`src/rtl/input_buffer_q.sv`:
```
// Keypad command-stream to binary-operation converter with editing and an output queue.
// Command codes are shared with the rest of the calculator through input_buffer_q_pkg.
package input_buffer_q_pkg;
  localparam int unsigned IC_N = 4;

  localparam logic [IC_N-1:0] IC_NONE = IC_N'(0);
  localparam logic [IC_N-1:0] IC_D0   = IC_N'(1);
  localparam logic [IC_N-1:0] IC_D9   = IC_N'(10);
  localparam logic [IC_N-1:0] IC_OPAD = IC_N'(11);
  localparam logic [IC_N-1:0] IC_OPSB = IC_N'(12);
  localparam logic [IC_N-1:0] IC_CTOK = IC_N'(13);
  localparam logic [IC_N-1:0] IC_BKSP = IC_N'(14);
  localparam logic [IC_N-1:0] IC_CLR  = IC_N'(15);
endpackage

module input_buffer_q
  import input_buffer_q_pkg::*;
#(
  parameter int unsigned WIDTH  = 16,
  parameter int unsigned QDEPTH = 4
) (
  input  logic                    Clock,
  input  logic                    Reset,
  input  logic [IC_N-1:0]         cmd,
  output logic                    out_valid,
  input  logic                    out_ready,
  output logic [WIDTH-1:0]        out_src,
  output logic [WIDTH-1:0]        out_dst,
  output logic [IC_N-1:0]         out_op,
  output logic                    out_chain,
  output logic                    out_finish,
  output logic [WIDTH-1:0]        cur_value,
  output logic                    overflow,
  output logic                    drop,
  output logic [$clog2(QDEPTH):0] q_count
);
  localparam int unsigned AW = $clog2(QDEPTH);
  localparam int unsigned CW = AW + 1;
  localparam int unsigned PW = WIDTH + 4;

  typedef enum logic [1:0] {S_IDLE, S_SRC, S_OPR, S_DST} state_t;

  typedef struct packed {
    logic [WIDTH-1:0] src;
    logic [WIDTH-1:0] dst;
    logic [IC_N-1:0]  op;
    logic             chain;
    logic             finish;
  } entry_t;

  state_t           state;
  logic [WIDTH-1:0] src_q;
  logic [WIDTH-1:0] dst_q;
  logic [IC_N-1:0]  op_q;
  logic             chain_q;

  entry_t           mem [QDEPTH];
  entry_t           head;
  logic [AW-1:0]    wr_ptr;
  logic [AW-1:0]    rd_ptr;
  logic [CW-1:0]    count;

  logic             is_digit;
  logic             is_op;
  logic             is_ctok;
  logic [3:0]       digit;
  logic [WIDTH-1:0] edit_val;
  logic [WIDTH-1:0] edit_div;
  logic [PW-1:0]    acc;
  logic             acc_ovf;
  logic             do_pop;
  logic             full;
  logic             push_ok;
  entry_t           push_entry;

  // Command decode, operand arithmetic and the entry a CTOK would push
  always_comb begin
    is_digit = (cmd >= IC_D0) && (cmd <= IC_D9);
    is_op    = (cmd == IC_OPAD) || (cmd == IC_OPSB);
    is_ctok  = (cmd == IC_CTOK);
    digit    = 4'(cmd - IC_D0);
    edit_val = (state == S_DST) ? dst_q : src_q;
    edit_div = edit_val / WIDTH'(10);
    acc      = PW'(edit_val) * PW'(10) + PW'(digit);
    acc_ovf  = |acc[PW-1:WIDTH];
    do_pop   = out_valid && out_ready;
    full     = (count == CW'(QDEPTH));
    push_ok  = is_ctok && (!full || do_pop);

    push_entry    = '0;
    push_entry.op = IC_NONE;
    case (state)
      S_IDLE: push_entry.finish = 1'b1;
      S_SRC: begin
        push_entry.src = src_q;
        push_entry.op  = IC_OPAD;
      end
      default: begin
        push_entry.src   = src_q;
        push_entry.dst   = dst_q;
        push_entry.op    = op_q;
        push_entry.chain = chain_q;
      end
    endcase
  end

  // Edit state machine; a dropped CTOK leaves everything in place for a retry
  always_ff @(posedge Clock or negedge Reset) begin
    if (!Reset) begin
      state    <= S_IDLE;
      src_q    <= '0;
      dst_q    <= '0;
      op_q     <= IC_NONE;
      chain_q  <= 1'b0;
      overflow <= 1'b0;
    end else if (cmd == IC_CLR || push_ok) begin
      state    <= S_IDLE;
      src_q    <= '0;
      dst_q    <= '0;
      op_q     <= IC_NONE;
      chain_q  <= 1'b0;
      overflow <= 1'b0;
    end else if (is_digit) begin
      case (state)
        S_IDLE: begin
          src_q   <= WIDTH'(digit);
          chain_q <= 1'b0;
          state   <= S_SRC;
        end
        S_OPR: begin
          dst_q <= WIDTH'(digit);
          state <= S_DST;
        end
        default: begin
          if (acc_ovf)
            overflow <= 1'b1;
          else if (state == S_SRC)
            src_q <= acc[WIDTH-1:0];
          else
            dst_q <= acc[WIDTH-1:0];
        end
      endcase
    end else if (is_op) begin
      case (state)
        S_IDLE: begin
          chain_q <= 1'b1;
          src_q   <= '0;
          op_q    <= cmd;
          state   <= S_OPR;
        end
        S_SRC, S_OPR: begin
          op_q  <= cmd;
          state <= S_OPR;
        end
        default: ;
      endcase
    end else if (cmd == IC_BKSP) begin
      case (state)
        S_SRC: begin
          src_q <= edit_div;
          if (edit_div == '0) state <= S_IDLE;
        end
        S_DST: begin
          dst_q <= edit_div;
          if (edit_div == '0) state <= S_OPR;
        end
        S_OPR: begin
          op_q    <= IC_NONE;
          chain_q <= 1'b0;
          state   <= chain_q ? S_IDLE : S_SRC;
        end
        default: ;
      endcase
    end
  end

  // Queue pointers, occupancy and the drop pulse
  always_ff @(posedge Clock or negedge Reset) begin
    if (!Reset) begin
      wr_ptr <= '0;
      rd_ptr <= '0;
      count  <= '0;
      drop   <= 1'b0;
    end else begin
      drop <= is_ctok && !push_ok;
      if (push_ok) wr_ptr <= wr_ptr + AW'(1);
      if (do_pop)  rd_ptr <= rd_ptr + AW'(1);
      count <= count + CW'(push_ok) - CW'(do_pop);
    end
  end

  always_ff @(posedge Clock) begin
    if (push_ok) mem[wr_ptr] <= push_entry;
  end

  assign head       = mem[rd_ptr];
  assign out_valid  = (count != '0);
  assign out_src    = out_valid ? head.src    : '0;
  assign out_dst    = out_valid ? head.dst    : '0;
  assign out_op     = out_valid ? head.op     : IC_NONE;
  assign out_chain  = out_valid ? head.chain  : 1'b0;
  assign out_finish = out_valid ? head.finish : 1'b0;
  assign cur_value  = (state == S_OPR || state == S_DST) ? dst_q : src_q;
  assign q_count    = count;

endmodule

```
`config.mk`:
```
export PLATFORM = sky130hd
export DESIGN_NAME = input_buffer_q
export DESIGN_NICKNAME = d
export VERILOG_FILES = /design/src/rtl/input_buffer_q.sv
export SDC_FILE = /design/constraint.sdc
export NUM_CORES = 1
export LEC_CHECK = 0
export CORE_ASPECT_RATIO = 0.5
export CORE_MARGIN = 4
export CORE_UTILIZATION = 32
export CTS_CLUSTER_SIZE = 10
export DETAILED_ROUTE_END_ITERATION = 7
export PLACE_DENSITY = 0.47
export SYNTH_ARGS = -nofsm -noshare
export SYNTH_HDL_FRONTEND = slang
export SYNTH_SLANG_ARGS = --single-unit
export TNS_END_PERCENT = 5
```
`constraint.sdc`:
```
create_clock -name Clock -period 7.6 [get_ports Clock]
set_input_delay 1.52 -clock Clock [delete_from_list [all_inputs] [get_ports Clock]]
set_output_delay 1.52 -clock Clock [all_outputs]
set_load 0.02 [all_outputs]
```
==> results.sh <==
export IMPL_status="completed"
export IMPL_drive_above_1_share_pct=14.8
export IMPL_tns_ns=0
export IMPL_grt_util_all_layers_pct=16.5
export IMPL_critPathKind="reg -> reg"
export IMPL_firstDrtPassIters=5
export IMPL_vias=8366
export IMPL_core_area_um2=36000
export IMPL_die_area_um2=40000
export IMPL_grtUsageMet1_pct=24.4
export IMPL_ctsHoldBuffers=0
export IMPL_cts_buffers=17
export IMPL_yosysTopAreaCell="edfxtp_1"
export IMPL_r2r_end="state[1]"
export IMPL_nNetsFinal=1112
export IMPL_async_flop_share_pct=24.0
export IMPL_synth_main_ff_cell="edfxtp_1"
export IMPL_viasPerCell=5.37
export IMPL_overflow=0
export IMPL_ys_warn_count=0
export IMPL_yosysMostFrequentCell="edfxtp_1"
export IMPL_syn_area_um2=11700
export IMPL_grt_max_degree=49
export IMPL_drt_iter0_drc=871
export IMPL_clk_pin_slew_ns=0.07
export IMPL_holdPathEnd="op_q[3]"
export IMPL_skew_ns=0.00885
export IMPL_final_antenna_net_count=0
export IMPL_drc=0
export IMPL_hold_viol=0
export IMPL_io_buffers=66
export IMPL_r2r_setup_slack_ns=0.66
export IMPL_initial_core_util_pct=32.6
export IMPL_synth_cells=1005
export IMPL_synth_cell_types=96
export IMPL_worst_r2r_path_depth=20
export IMPL_wl_mm=33.0
export IMPL_ios=67
export IMPL_arrival_ns=7.27
export IMPL_hold_path_depth=1
export IMPL_chipWidth_um=279
export IMPL_drv_cap=0
export IMPL_ys_seq_area_share_pct=49.1
export IMPL_met2_usage_pct=26.8
export IMPL_slew_violations=0
export IMPL_ys_top_cells_by_count="edfxtp_1, nand2_1, and2_1"
export IMPL_cp_max_fo=18
export IMPL_insertion_delay_ns=0.44
export IMPL_worst_pin_slew_ns=1.09
export IMPL_post_route_period_util_pct=91.4
export IMPL_ys_ff_latch=200
export IMPL_gr_usage_met3_pct=1.57
export IMPL_setup_violations=0
export IMPL_first_global_vias=8346
export IMPL_synth_edf_count=152
export IMPL_grt_pass1_wl_mm=51.0
export IMPL_slew_headroom_pct=27.5
export IMPL_synth_top_cell_area_share_pct=38.9
export IMPL_cts_sinks=200
export IMPL_tritoncts="yes"
export IMPL_synth_area_per_cell_um2=11.7
export IMPL_max_freq_mhz=144
export IMPL_post_cts_repair_setup_buffers=0
export IMPL_rows=49
export IMPL_antenna_found_initial=2
export IMPL_hp_start="op_q[3]"
export IMPL_gp_congestion=0.866
export IMPL_cts_repair_resize_count=0
export IMPL_fp_dieH_um=143
export IMPL_rsz0062_at_grt="no"
export IMPL_synth_nets=1057
export IMPL_synth_area_leaders="edfxtp_1, dfrtp_1, mux4_2"
export IMPL_end_kind="flip-flop"
export IMPL_required_ns=7.93
export IMPL_r2r_start="state[0]"
export IMPL_fillerInstances=3518
export IMPL_cts_buffer_depth=2
export IMPL_hpwl_mm=23.4
export IMPL_areaGrowthSynthToFinish_pct=15.7
export IMPL_hold_class="reg -> reg"
export IMPL_start_kind="flip-flop"
export IMPL_routedWlPerCell_um=21.2
export IMPL_post_route_min_period_ns=6.94
export IMPL_top_usage_layer="met2"
export IMPL_htreeDepth=4
export IMPL_root_buffer="clkbuf_16"
## worst max path at each step
stage                     depth (start not counted)  slack, ns   endpoint     start
after global routing                             24       0.15  src_q[15]  state[0]
after global placement                           20       0.89   state[1]  state[0]
after CTS                                        20       0.70   state[1]  state[0]
final                                            20       0.66   state[1]  state[0]
after detailed placement                         20       0.73   state[1]  state[0]
after floorplan                                  27       2.03   src_q[5]  state[0]
## area by class of cell
cell class              instances  area [µm²]  area share (%)
diodes                          2        5.00          0.0368
clock buffers                  17         425            3.13
clock inverters                15         196            1.45
inverters                      36         135           0.994
multi-input cells             716        5620            41.4
flip-flops and latches        200        5770            42.4
well taps                     484         606            4.46
repair buffers                 89         828            6.10
## routing by layer
layer | routed length (µm) | vias up | part of all wire (%)
met1 | 16200 | 4239 | 49
li1 | - | 3923 | -
met2 | 15300 | 184 | 46
met4 | 311 | 0 | 0.94
met3 | 1210 | 20 | 3.7
met5 | 0 | - | 0
## state kept, by name, summed over array words and instances, names as in the netlist
register	cells
chain_q	1
drop	1
dst_q	16
mem	152
op_q	4
overflow	1
q_count	3
rd_ptr	2
src_q	16
state	2
wr_ptr	2
## stage by stage
step | cell area [µm²] | setup slack (ns) | cells | hold slack [ns] | util [%]
floorplan | 11700 | 2.03 | 1005 | 0.442 | -
global placement | 13000 | 0.893 | 1525 | 0.466 | 36.0
detailed placement | 13000 | 0.729 | 1525 | 0.484 | 36.0
CTS | 13600 | 0.702 | 1557 | 0.502 | 37.7
global route | 13600 | 0.152 | 1557 | 0.523 | 37.7
finish | 13600 | 0.657 | 1559 | 0.493 | 37.7
## cells by family after synthesis
logic type | count (synthesis) | synth area share, %
simple gates | 334 | 14.9
compound gates | 226 | 14.2
flops | 200 | 49.1
buf+inv | 89 | 3.15
mux | 75 | 10.8
fa+ha+maj | 48 | 5.24
xor+xnor | 33 | 2.46
## critical path, stage by stage (launching register included)
cell and delay [ns]:
dfrtp_1 0.59, nand2_2 0.29, buf_4 0.31, mux2i_4 0.46, inv_2 0.20, nor3_4 0.29
o211ai_2 0.21, a211o_1 0.41, or3_4 0.39, a21o_1 0.19, and4_1 0.22, nor3_2 0.33
a21oi_2 0.19, a2111o_1 0.43, o21ai_2 0.45, mux2_2 0.42, o2111ai_1 0.22, o221ai_1 0.15
a31o_1 0.24, or4_1 0.55, a32o_1 0.29
## cells in the final DEF, fill, tap and decap left out, drive strengths merged, types with 38 or more instances in the layout
cell type / n
and2: 80
clkdlybuf4s50: 65
dfrtp: 48
edfxtp: 152
ha: 42
inv: 43
mux4: 38
nand2: 87
nor2: 50
o21ai: 50
Power is not shown: default switching activity piles up to over one toggle a cycle in this logic, so the estimate is an artifact.
